$ cat config.mk
export PLATFORM = sky130hd
export DESIGN_NAME = mips_mc_ctrl_flat
export DESIGN_NICKNAME = d
export VERILOG_FILES = /design/src/rtl/mips_mc_ctrl_pkg.sv /design/src/rtl/mips_mc_ctrl_if.sv /design/src/rtl/mips_mc_ctrl_opdecode.sv /design/src/rtl/mips_mc_ctrl.sv /design/src/flat_wrapper.sv
export SDC_FILE = /design/constraint.sdc
export NUM_CORES = 1
export LEC_CHECK = 0
export ABC_AREA = 1
export BUFFER_PORTS_ARGS = -buffer_cell sky130_fd_sc_hd__buf_2
export CAP_MARGIN = 30
export CORE_MARGIN = 2
export CORE_UTILIZATION = 56
export CTS_CLUSTER_SIZE = 16
export DETAILED_ROUTE_END_ITERATION = 10
export GPL_TIMING_DRIVEN = 0
export PLACE_DENSITY_LB_ADDON = 0.3
export SLEW_MARGIN = 20
export SYNTH_ARGS = -nofsm -noshare
export SYNTH_HDL_FRONTEND = slang
export SYNTH_SLANG_ARGS = --single-unit
$ cat constraint.sdc
create_clock -name clk -period 2.1 [get_ports clk]
set_clock_uncertainty 0.2 [all_clocks]
set_input_delay 0.105 -clock clk [delete_from_list [all_inputs] [get_ports clk]]
set_output_delay 0.105 -clock clk [all_outputs]
set_load 0.01 [all_outputs]
$ cat src/rtl/mips_mc_ctrl_pkg.sv
// Shared types and encodings for the multicycle MIPS control FSM.
// Optional feature macro: MIPS_BNE_EN (bne decode).
package mips_ctrl_pkg;

    typedef enum logic [3:0] {
        S_IDLE,
        S_FETCH,
        S_DECODE,
        S_EXEC_R,
        S_EXEC_I,
        S_MEM_ADDR,
        S_MEM_RD,
        S_MEM_WR,
        S_WB_ALU,
        S_WB_MEM,
        S_BRANCH,
        S_JUMP,
        S_TRAP
    } state_t;

    // Opcode field values (IR[31:26])
    localparam logic [5:0] OP_RTYPE = 6'h00;
    localparam logic [5:0] OP_ADDI  = 6'h08;
    localparam logic [5:0] OP_LW    = 6'h23;
    localparam logic [5:0] OP_SW    = 6'h2B;
    localparam logic [5:0] OP_BEQ   = 6'h04;
    localparam logic [5:0] OP_BNE   = 6'h05;
    localparam logic [5:0] OP_J     = 6'h02;

    // ALU operation select
    localparam logic [1:0] ALU_ADD   = 2'b00;
    localparam logic [1:0] ALU_SUB   = 2'b01;
    localparam logic [1:0] ALU_FUNCT = 2'b10;

    // Next-PC select, {PCSrc,Branch}
    localparam logic [1:0] PC_INC = 2'b00;
    localparam logic [1:0] PC_BR  = 2'b01;
    localparam logic [1:0] PC_JMP = 2'b10;

    // Instruction class, one-hot (all zero = unsupported)
    typedef struct packed {
        logic rtype;
        logic addi;
        logic lw;
        logic sw;
        logic beq;
        logic bne;
        logic j;
    } iclass_t;

endpackage

$ cat src/rtl/mips_mc_ctrl_if.sv
// Control bundle between the multicycle FSM (master) and the
// datapath/memory side (slave).
interface mips_mc_ctrl_if;
    logic [5:0] opcode;
    logic       zero;
    logic       mem_ack;
    logic       mem_req;
    logic       mem_we;
    logic       mem_sel;
    logic       ir_we;
    logic       reg_we;
    logic       reg_dst;
    logic       mem_to_reg;
    logic       alu_src_b;
    logic [1:0] alu_op;
    logic       pc_en;
    logic       PCSrc;
    logic       Branch;
    logic       illegal;
    logic       mem_err;

    modport master (
        input  opcode, zero, mem_ack,
        output mem_req, mem_we, mem_sel, ir_we, reg_we, reg_dst,
               mem_to_reg, alu_src_b, alu_op, pc_en, PCSrc, Branch,
               illegal, mem_err
    );

    modport slave (
        output opcode, zero, mem_ack,
        input  mem_req, mem_we, mem_sel, ir_we, reg_we, reg_dst,
               mem_to_reg, alu_src_b, alu_op, pc_en, PCSrc, Branch,
               illegal, mem_err
    );
endinterface

$ cat src/rtl/mips_mc_ctrl_opdecode.sv
// Opcode -> instruction class one-hot plus unsupported flag.
// bne is only recognised when MIPS_BNE_EN is defined.
module mips_opdecode
    import mips_ctrl_pkg::*;
(
    input  logic [5:0] i_opcode,
    output iclass_t    o_cls,
    output logic       o_illegal
);

    // Class lookup; anything not listed falls out as illegal
    always_comb begin
        o_cls = '0;
        case (i_opcode)
            OP_RTYPE: o_cls.rtype = 1'b1;
            OP_ADDI:  o_cls.addi  = 1'b1;
            OP_LW:    o_cls.lw    = 1'b1;
            OP_SW:    o_cls.sw    = 1'b1;
            OP_BEQ:   o_cls.beq   = 1'b1;
`ifdef MIPS_BNE_EN
            OP_BNE:   o_cls.bne   = 1'b1;
`endif
            OP_J:     o_cls.j     = 1'b1;
            default:  o_cls       = '0;
        endcase
        o_illegal = (o_cls == '0);
    end

endmodule

$ cat src/rtl/mips_mc_ctrl.sv
// Multicycle control FSM: fetch/decode/execute/memory/writeback
// sequencing, shared memory port handshake with ack watchdog, and
// PC write enable / next-PC select.
// Optional feature macro: MIPS_BNE_EN (bne decoded as inverted-zero branch).
module mips_mc_ctrl
    import mips_ctrl_pkg::*;
#(
    parameter int ACK_TIMEOUT = 16
) (
    input  logic           clk,
    input  logic           rst,
    mips_mc_ctrl_if.master bus
);

    localparam bit          WD_EN    = (ACK_TIMEOUT != 0);
    localparam logic [15:0] WD_LIMIT = 16'(ACK_TIMEOUT);

    state_t      r_state;
    state_t      w_next;
    logic [15:0] r_wd_cnt;
    logic        r_illegal;
    logic        r_mem_err;
    logic        w_req;
    logic        w_timeout;
    logic [1:0]  w_pc_sel;
    iclass_t     w_cls;
    logic        w_dec_illegal;

    // IR holds the opcode from DECODE onward, so the class is reused
    // later (MEM_ADDR lw/sw split, WB_ALU rd/rt, BRANCH polarity).
    mips_opdecode u_dec (
        .i_opcode  (bus.opcode),
        .o_cls     (w_cls),
        .o_illegal (w_dec_illegal)
    );

    assign w_req = (r_state == S_FETCH) || (r_state == S_MEM_RD) ||
                   (r_state == S_MEM_WR);

    // Limit is hit on the request cycle that would make the count reach
    // ACK_TIMEOUT; a same-cycle ack takes priority.
    assign w_timeout = WD_EN && w_req && !bus.mem_ack &&
                       ((r_wd_cnt + 16'd1) == WD_LIMIT);

    // State register
    always_ff @(posedge clk or posedge rst) begin
        if (rst) r_state <= S_IDLE;
        else     r_state <= w_next;
    end

    // Watchdog: counts unacked request cycles, zero otherwise, so every
    // request state is entered with a clear count.
    always_ff @(posedge clk or posedge rst) begin
        if (rst)                      r_wd_cnt <= '0;
        else if (w_req && !bus.mem_ack) r_wd_cnt <= r_wd_cnt + 16'd1;
        else                          r_wd_cnt <= '0;
    end

    // Sticky trap causes, cleared only by reset
    always_ff @(posedge clk or posedge rst) begin
        if (rst) begin
            r_illegal <= 1'b0;
            r_mem_err <= 1'b0;
        end else begin
            if (r_state == S_DECODE && w_dec_illegal) r_illegal <= 1'b1;
            if (w_timeout)                            r_mem_err <= 1'b1;
        end
    end

    // Next-state logic
    always_comb begin
        w_next = r_state;
        case (r_state)
            S_IDLE:     w_next = S_FETCH;
            S_FETCH: begin
                if (bus.mem_ack)    w_next = S_DECODE;
                else if (w_timeout) w_next = S_TRAP;
            end
            S_DECODE: begin
                if (w_cls.rtype)                 w_next = S_EXEC_R;
                else if (w_cls.addi)             w_next = S_EXEC_I;
                else if (w_cls.lw || w_cls.sw)   w_next = S_MEM_ADDR;
                else if (w_cls.beq || w_cls.bne) w_next = S_BRANCH;
                else if (w_cls.j)                w_next = S_JUMP;
                else                             w_next = S_TRAP;
            end
            S_EXEC_R, S_EXEC_I: w_next = S_WB_ALU;
            S_MEM_ADDR: w_next = w_cls.sw ? S_MEM_WR : S_MEM_RD;
            S_MEM_RD: begin
                if (bus.mem_ack)    w_next = S_WB_MEM;
                else if (w_timeout) w_next = S_TRAP;
            end
            S_MEM_WR: begin
                if (bus.mem_ack)    w_next = S_FETCH;
                else if (w_timeout) w_next = S_TRAP;
            end
            S_WB_ALU, S_WB_MEM, S_BRANCH, S_JUMP: w_next = S_FETCH;
            S_TRAP:     w_next = S_TRAP;
            default:    w_next = S_IDLE;
        endcase
    end

    // Control outputs from state, plus the ir_we and store pc_en Mealy terms
    always_comb begin
        bus.mem_req    = 1'b0;
        bus.mem_we     = 1'b0;
        bus.mem_sel    = 1'b0;
        bus.ir_we      = 1'b0;
        bus.reg_we     = 1'b0;
        bus.reg_dst    = 1'b0;
        bus.mem_to_reg = 1'b0;
        bus.alu_src_b  = 1'b0;
        bus.alu_op     = ALU_ADD;
        bus.pc_en      = 1'b0;
        w_pc_sel       = PC_INC;
        case (r_state)
            S_FETCH: begin
                bus.mem_req = 1'b1;
                bus.ir_we   = bus.mem_ack;
            end
            S_EXEC_R: bus.alu_op = ALU_FUNCT;
            S_EXEC_I, S_MEM_ADDR: begin
                bus.alu_op    = ALU_ADD;
                bus.alu_src_b = 1'b1;
            end
            S_MEM_RD: begin
                bus.mem_req = 1'b1;
                bus.mem_sel = 1'b1;
            end
            S_MEM_WR: begin
                bus.mem_req = 1'b1;
                bus.mem_we  = 1'b1;
                bus.mem_sel = 1'b1;
                bus.pc_en   = bus.mem_ack;
            end
            S_WB_ALU: begin
                bus.reg_we  = 1'b1;
                bus.reg_dst = w_cls.rtype;
                bus.pc_en   = 1'b1;
            end
            S_WB_MEM: begin
                bus.reg_we     = 1'b1;
                bus.mem_to_reg = 1'b1;
                bus.pc_en      = 1'b1;
            end
            S_BRANCH: begin
                bus.alu_op = ALU_SUB;
                bus.pc_en  = 1'b1;
                w_pc_sel   = {1'b0, bus.zero ^ w_cls.bne};
            end
            S_JUMP: begin
                bus.pc_en = 1'b1;
                w_pc_sel  = PC_JMP;
            end
            default: ;
        endcase
    end

    assign bus.PCSrc   = w_pc_sel[1];
    assign bus.Branch  = w_pc_sel[0];
    assign bus.illegal = r_illegal;
    assign bus.mem_err = r_mem_err;

endmodule

$ cat src/flat_wrapper.sv
// flat-port wrapper written by rule: the top's interface ports become plain ports
module mips_mc_ctrl_flat import mips_ctrl_pkg::*;
#(
    parameter int ACK_TIMEOUT = 16
)
  (clk, rst, bus_opcode, bus_zero, bus_mem_ack, bus_mem_req, bus_mem_we, bus_mem_sel, bus_ir_we, bus_reg_we, bus_reg_dst, bus_mem_to_reg, bus_alu_src_b, bus_alu_op, bus_pc_en, bus_PCSrc, bus_Branch, bus_illegal, bus_mem_err);
  mips_mc_ctrl_if bus_i ();
  input  logic clk;
  input  logic rst;
  input wire logic [$bits(bus_i.opcode)-1:0] bus_opcode;
  input wire logic [$bits(bus_i.zero)-1:0] bus_zero;
  input wire logic [$bits(bus_i.mem_ack)-1:0] bus_mem_ack;
  output wire logic [$bits(bus_i.mem_req)-1:0] bus_mem_req;
  output wire logic [$bits(bus_i.mem_we)-1:0] bus_mem_we;
  output wire logic [$bits(bus_i.mem_sel)-1:0] bus_mem_sel;
  output wire logic [$bits(bus_i.ir_we)-1:0] bus_ir_we;
  output wire logic [$bits(bus_i.reg_we)-1:0] bus_reg_we;
  output wire logic [$bits(bus_i.reg_dst)-1:0] bus_reg_dst;
  output wire logic [$bits(bus_i.mem_to_reg)-1:0] bus_mem_to_reg;
  output wire logic [$bits(bus_i.alu_src_b)-1:0] bus_alu_src_b;
  output wire logic [$bits(bus_i.alu_op)-1:0] bus_alu_op;
  output wire logic [$bits(bus_i.pc_en)-1:0] bus_pc_en;
  output wire logic [$bits(bus_i.PCSrc)-1:0] bus_PCSrc;
  output wire logic [$bits(bus_i.Branch)-1:0] bus_Branch;
  output wire logic [$bits(bus_i.illegal)-1:0] bus_illegal;
  output wire logic [$bits(bus_i.mem_err)-1:0] bus_mem_err;
  assign bus_i.opcode = bus_opcode;
  assign bus_i.zero = bus_zero;
  assign bus_i.mem_ack = bus_mem_ack;
  assign bus_mem_req = bus_i.mem_req;
  assign bus_mem_we = bus_i.mem_we;
  assign bus_mem_sel = bus_i.mem_sel;
  assign bus_ir_we = bus_i.ir_we;
  assign bus_reg_we = bus_i.reg_we;
  assign bus_reg_dst = bus_i.reg_dst;
  assign bus_mem_to_reg = bus_i.mem_to_reg;
  assign bus_alu_src_b = bus_i.alu_src_b;
  assign bus_alu_op = bus_i.alu_op;
  assign bus_pc_en = bus_i.pc_en;
  assign bus_PCSrc = bus_i.PCSrc;
  assign bus_Branch = bus_i.Branch;
  assign bus_illegal = bus_i.illegal;
  assign bus_mem_err = bus_i.mem_err;
  mips_mc_ctrl #(.ACK_TIMEOUT(ACK_TIMEOUT)) u_core (.clk(clk), .rst(rst), .bus(bus_i));
endmodule
==> flow_summary.yaml <==
synth:
  synth_warnings: 0
  syn-cell-area_um2: 1510
  ys_top_cells_by_count: "54 x sky130_fd_sc_hd__nand2_1, 47 x sky130_fd_sc_hd__nor2_1, 31 x sky130_fd_sc_hd__inv_1"
  post-synth-top-area-fraction_pct: 36.6
  share_of_synthesized_area_spent_on_multiplexers_pct: 0
  synth_compound_gate_area_share_pct: 7.73
  synth_cell_types: 29
  synthesis.instances: 223
  yosys.area.top_type: "sky130_fd_sc_hd__dfrtp_1"
  post-synth-top-count-cell: "sky130_fd_sc_hd__nand2_1"
  synthFlopType: "sky130_fd_sc_hd__dfrtp_1"
  synth-seq-area-share_pct: 36.6
  synthTopCellsByArea: "sky130_fd_sc_hd__dfrtp_1 37%, sky130_fd_sc_hd__nand2_1 13%, sky130_fd_sc_hd__nor2_1 12%"
  per_instance_average_area_after_synthesis_um2: 6.75
  synth-adder-area-share_pct: 1.66
  post_synth_and_or_nand_nor_area_fraction_pct: 43.2
  post_synth_xor_area_fraction_pct: 1.75
  async_sr_flop_fraction_pct: 100
  dominant_combinational_cell_family_by_area_after_synthesis: "simple AND/OR/NAND/NOR gates"
  synth_nets: 235
  count_of_flip_flops_with_a_built_in_enable_after_synthesis: 0
  synth-seq-cells: 22
global_routing:
  globalRouteOverflowTotal: 0
  maximum_number_of_pins_on_one_net_before_global_route_repair: 23
  antenna_found_initial: 0
  grt_pass1_wl_um: 5390
  grt_util_all_layers_pct: 21.8
  first_global_vias: 1271
die:
  rows: 18
  ioPinCount: 25
  initial_core_util_pct: 59.7
  die_w_um: 55.8
  vertical_die_dimension_um: 55.8
  placeable_core_area_um2: 2520
  floorplan.die_area_um2: 3120
worst_setup_path:
  timing_worst_setup_path_type: "reg -> reg"
  crit_path_start: "u_core.r_wd_cnt[1]"
  timing.critical_path.fanout_max: 5
  worst_ep_arrival_time_ps: 2030
  r2r_slack_ps: 80
  timing.critical_path.from_type: "flop"
  type_of_destination_of_the_critical_path: "flop"
  critical_path_data_required_time_ps: 2110
  reg2reg_from: "u_core.r_wd_cnt[1]"
placement:
  place_ws_ps: 60.4
  port_buffers: 24
  gp_congestion: 0.853
  dpl.hpwl_um: 2430
cts:
  worst_setup_hold_path_clk_slew_ps: 130
  cts_num_sinks: 22
  clock_buffers_created_by_tritoncts: 3
  cts_tree: "yes"
  cts_buffer_depth: 2
  cts_root_buffer: "sky130_fd_sc_hd__clkbuf_4"
  htreeDepth: 1
  worstSkewPairLatency_ps: 320
sta:
  final_min_period_over_clock_period_pct: 96.4
  fin_hold_ws_ps: 34.5
  rsz0062_at_grt: "true"
  relSlewSlack_pct: 44.8
  tightest_slew_ps: 828
  final_hold_viol_count: 0
  final.min_clock_period_ps: 2020
  setup_viol: 0
  setup_ws_ps: 76.6
  timing_max_transition_violations_final: 0
  fmax_mhz: 494
detailed_routing:
  dr_total_vias: 1497
  final_routed_wirelength_um: 3360
  firstDrtPassIters: 4
  detail-route-antenna-nets: 0
  drc: 0
  wl_per_cell_um: 11.7
  detailedRoute.firstIterationViolations: 58
  via_density_per_instance: 5.20
finish:
  filler_cell_count: 212
  final-seq-area_um2: 552
  final_layout_size_suffix_gt1_share_pct: 27.5
  multiInputGateArea_um2: 913
  diodes: 0
  syn_to_final_growth_pct: 23.4
  num-nets-final: 271
run:
  drv.max_cap_violation_count: 0
worst_hold_path:
  holdCritPathClass: "in -> reg"
  worst_hold_startpoint: "bus_opcode[1]"
outcome:
  outcome: "complete, no violations"
power_and_ir_drop:
  power_per_cell_area_nw_per_um2: 721
  total_power_mw: 1.34
  static-leakage-power_nw: 0.917
  peakVddDrop_mv: 0.767
[state kept, by name, summed over array words and instances (netlist names)]
signal              count
u_core.r_wd_cnt        16
u_core.r_state          4
u_core.bus.mem_err      1
u_core.bus.illegal      1
[cells by family after synthesis]
kind of cell | after synthesis
flip-flops | 22
AO/OA/AOI/OAI | 18
AND/OR/NAND/NOR | 142
XOR/XNOR | 3
adder cells (fa/ha/maj) | 2
buffers and inverters | 36
[cell type report]
type / instances / share of cell area, %
multi-input cells: 165 / 49.2
flip-flops and latches: 22 / 29.7
inverters: 34 / 7.00
repair buffers: 31 / 9.70
plain buffers: 2 / 0.471
clock buffers: 4 / 1.95
well taps: 30 / 2.02
[layer usage]
metal	vias up	share of wire, %	GRT usage (%)
met1	671	47	31.3
met3	9	5.8	2.79
met4	0	2.5	9.86
met2	50	44	32.8
met5	-	0	0
li1	767	-	-
[metrics by stage]
stage          std cells  instance area, um^2  util, %  TNS (ps)
2_1_floorplan        223                 1510        -         0
3_3_place_gp         277                 1660     65.9         0
3_5_place_dp         277                 1660     65.9         0
4_1_cts              284                 1730     68.6         0
5_1_grt              288                 1860     73.7      -262
6_report             288                 1860     73.7         0
[cell usage in the layout (no fill, tap or decap), types with 2 or more instances in the layout]
master,n
sky130_fd_sc_hd__o21ai_0,5
sky130_fd_sc_hd__buf_4,4
sky130_fd_sc_hd__xor2_1,2
sky130_fd_sc_hd__nand2_1,49
sky130_fd_sc_hd__dfrtp_1,21
sky130_fd_sc_hd__nand3_4,2
sky130_fd_sc_hd__nand4_1,5
sky130_fd_sc_hd__buf_2,25
sky130_fd_sc_hd__nor2_1,42
sky130_fd_sc_hd__a21oi_1,4
sky130_fd_sc_hd__inv_1,30
sky130_fd_sc_hd__nand3_1,8
sky130_fd_sc_hd__clkbuf_4,3
sky130_fd_sc_hd__dlygate4sd3_1,3
sky130_fd_sc_hd__nor2_2,7
sky130_fd_sc_hd__nand2_2,9
sky130_fd_sc_hd__o21bai_1,3
sky130_fd_sc_hd__nand2_4,3
sky130_fd_sc_hd__inv_2,3
sky130_fd_sc_hd__nor2_4,6
sky130_fd_sc_hd__nor3_1,5
sky130_fd_sc_hd__nand3_2,3
[worst max-delay path: stages, from the launching register on]
cell	delay, ps
sky130_fd_sc_hd__dfrtp_1	420
sky130_fd_sc_hd__ha_4	200
sky130_fd_sc_hd__nand2_4	70
sky130_fd_sc_hd__nor2_4	170
sky130_fd_sc_hd__nand2_2	100
sky130_fd_sc_hd__nand2_2	90
sky130_fd_sc_hd__nand3_2	80
sky130_fd_sc_hd__nor2_1	90
sky130_fd_sc_hd__nand2_1	100
sky130_fd_sc_hd__nor2_4	140
sky130_fd_sc_hd__nand2_4	70
sky130_fd_sc_hd__nand2_2	60
sky130_fd_sc_hd__nand2_2	40
sky130_fd_sc_hd__nand2_1	50
sky130_fd_sc_hd__nand2_1	40
[power breakdown]
part	internal, mW	switching (mW)
Sequential	0.473	0.0497
Clock	0.106	0.136
Combinational	0.201	0.374
[repair_timing]
action,CTS,global route
endpoints found under the hold margin,29,0
endpoints found under the setup margin,0,4
setup buffers,0,4
hold buffers,3,0
resized for setup,0,25
[final timing paths]
path                                        to  depth (start not counted)
min reg2reg                 u_core.bus.mem_err                          2
min                          u_core.r_state[0]                          5
min in group asynchronous  u_core.r_wd_cnt[12]                          3
max reg2reg                  u_core.r_state[0]                         14
max in group asynchronous   u_core.r_wd_cnt[2]                          3
max                          u_core.r_state[0]                         14
Power figures use the tool's default switching activity.
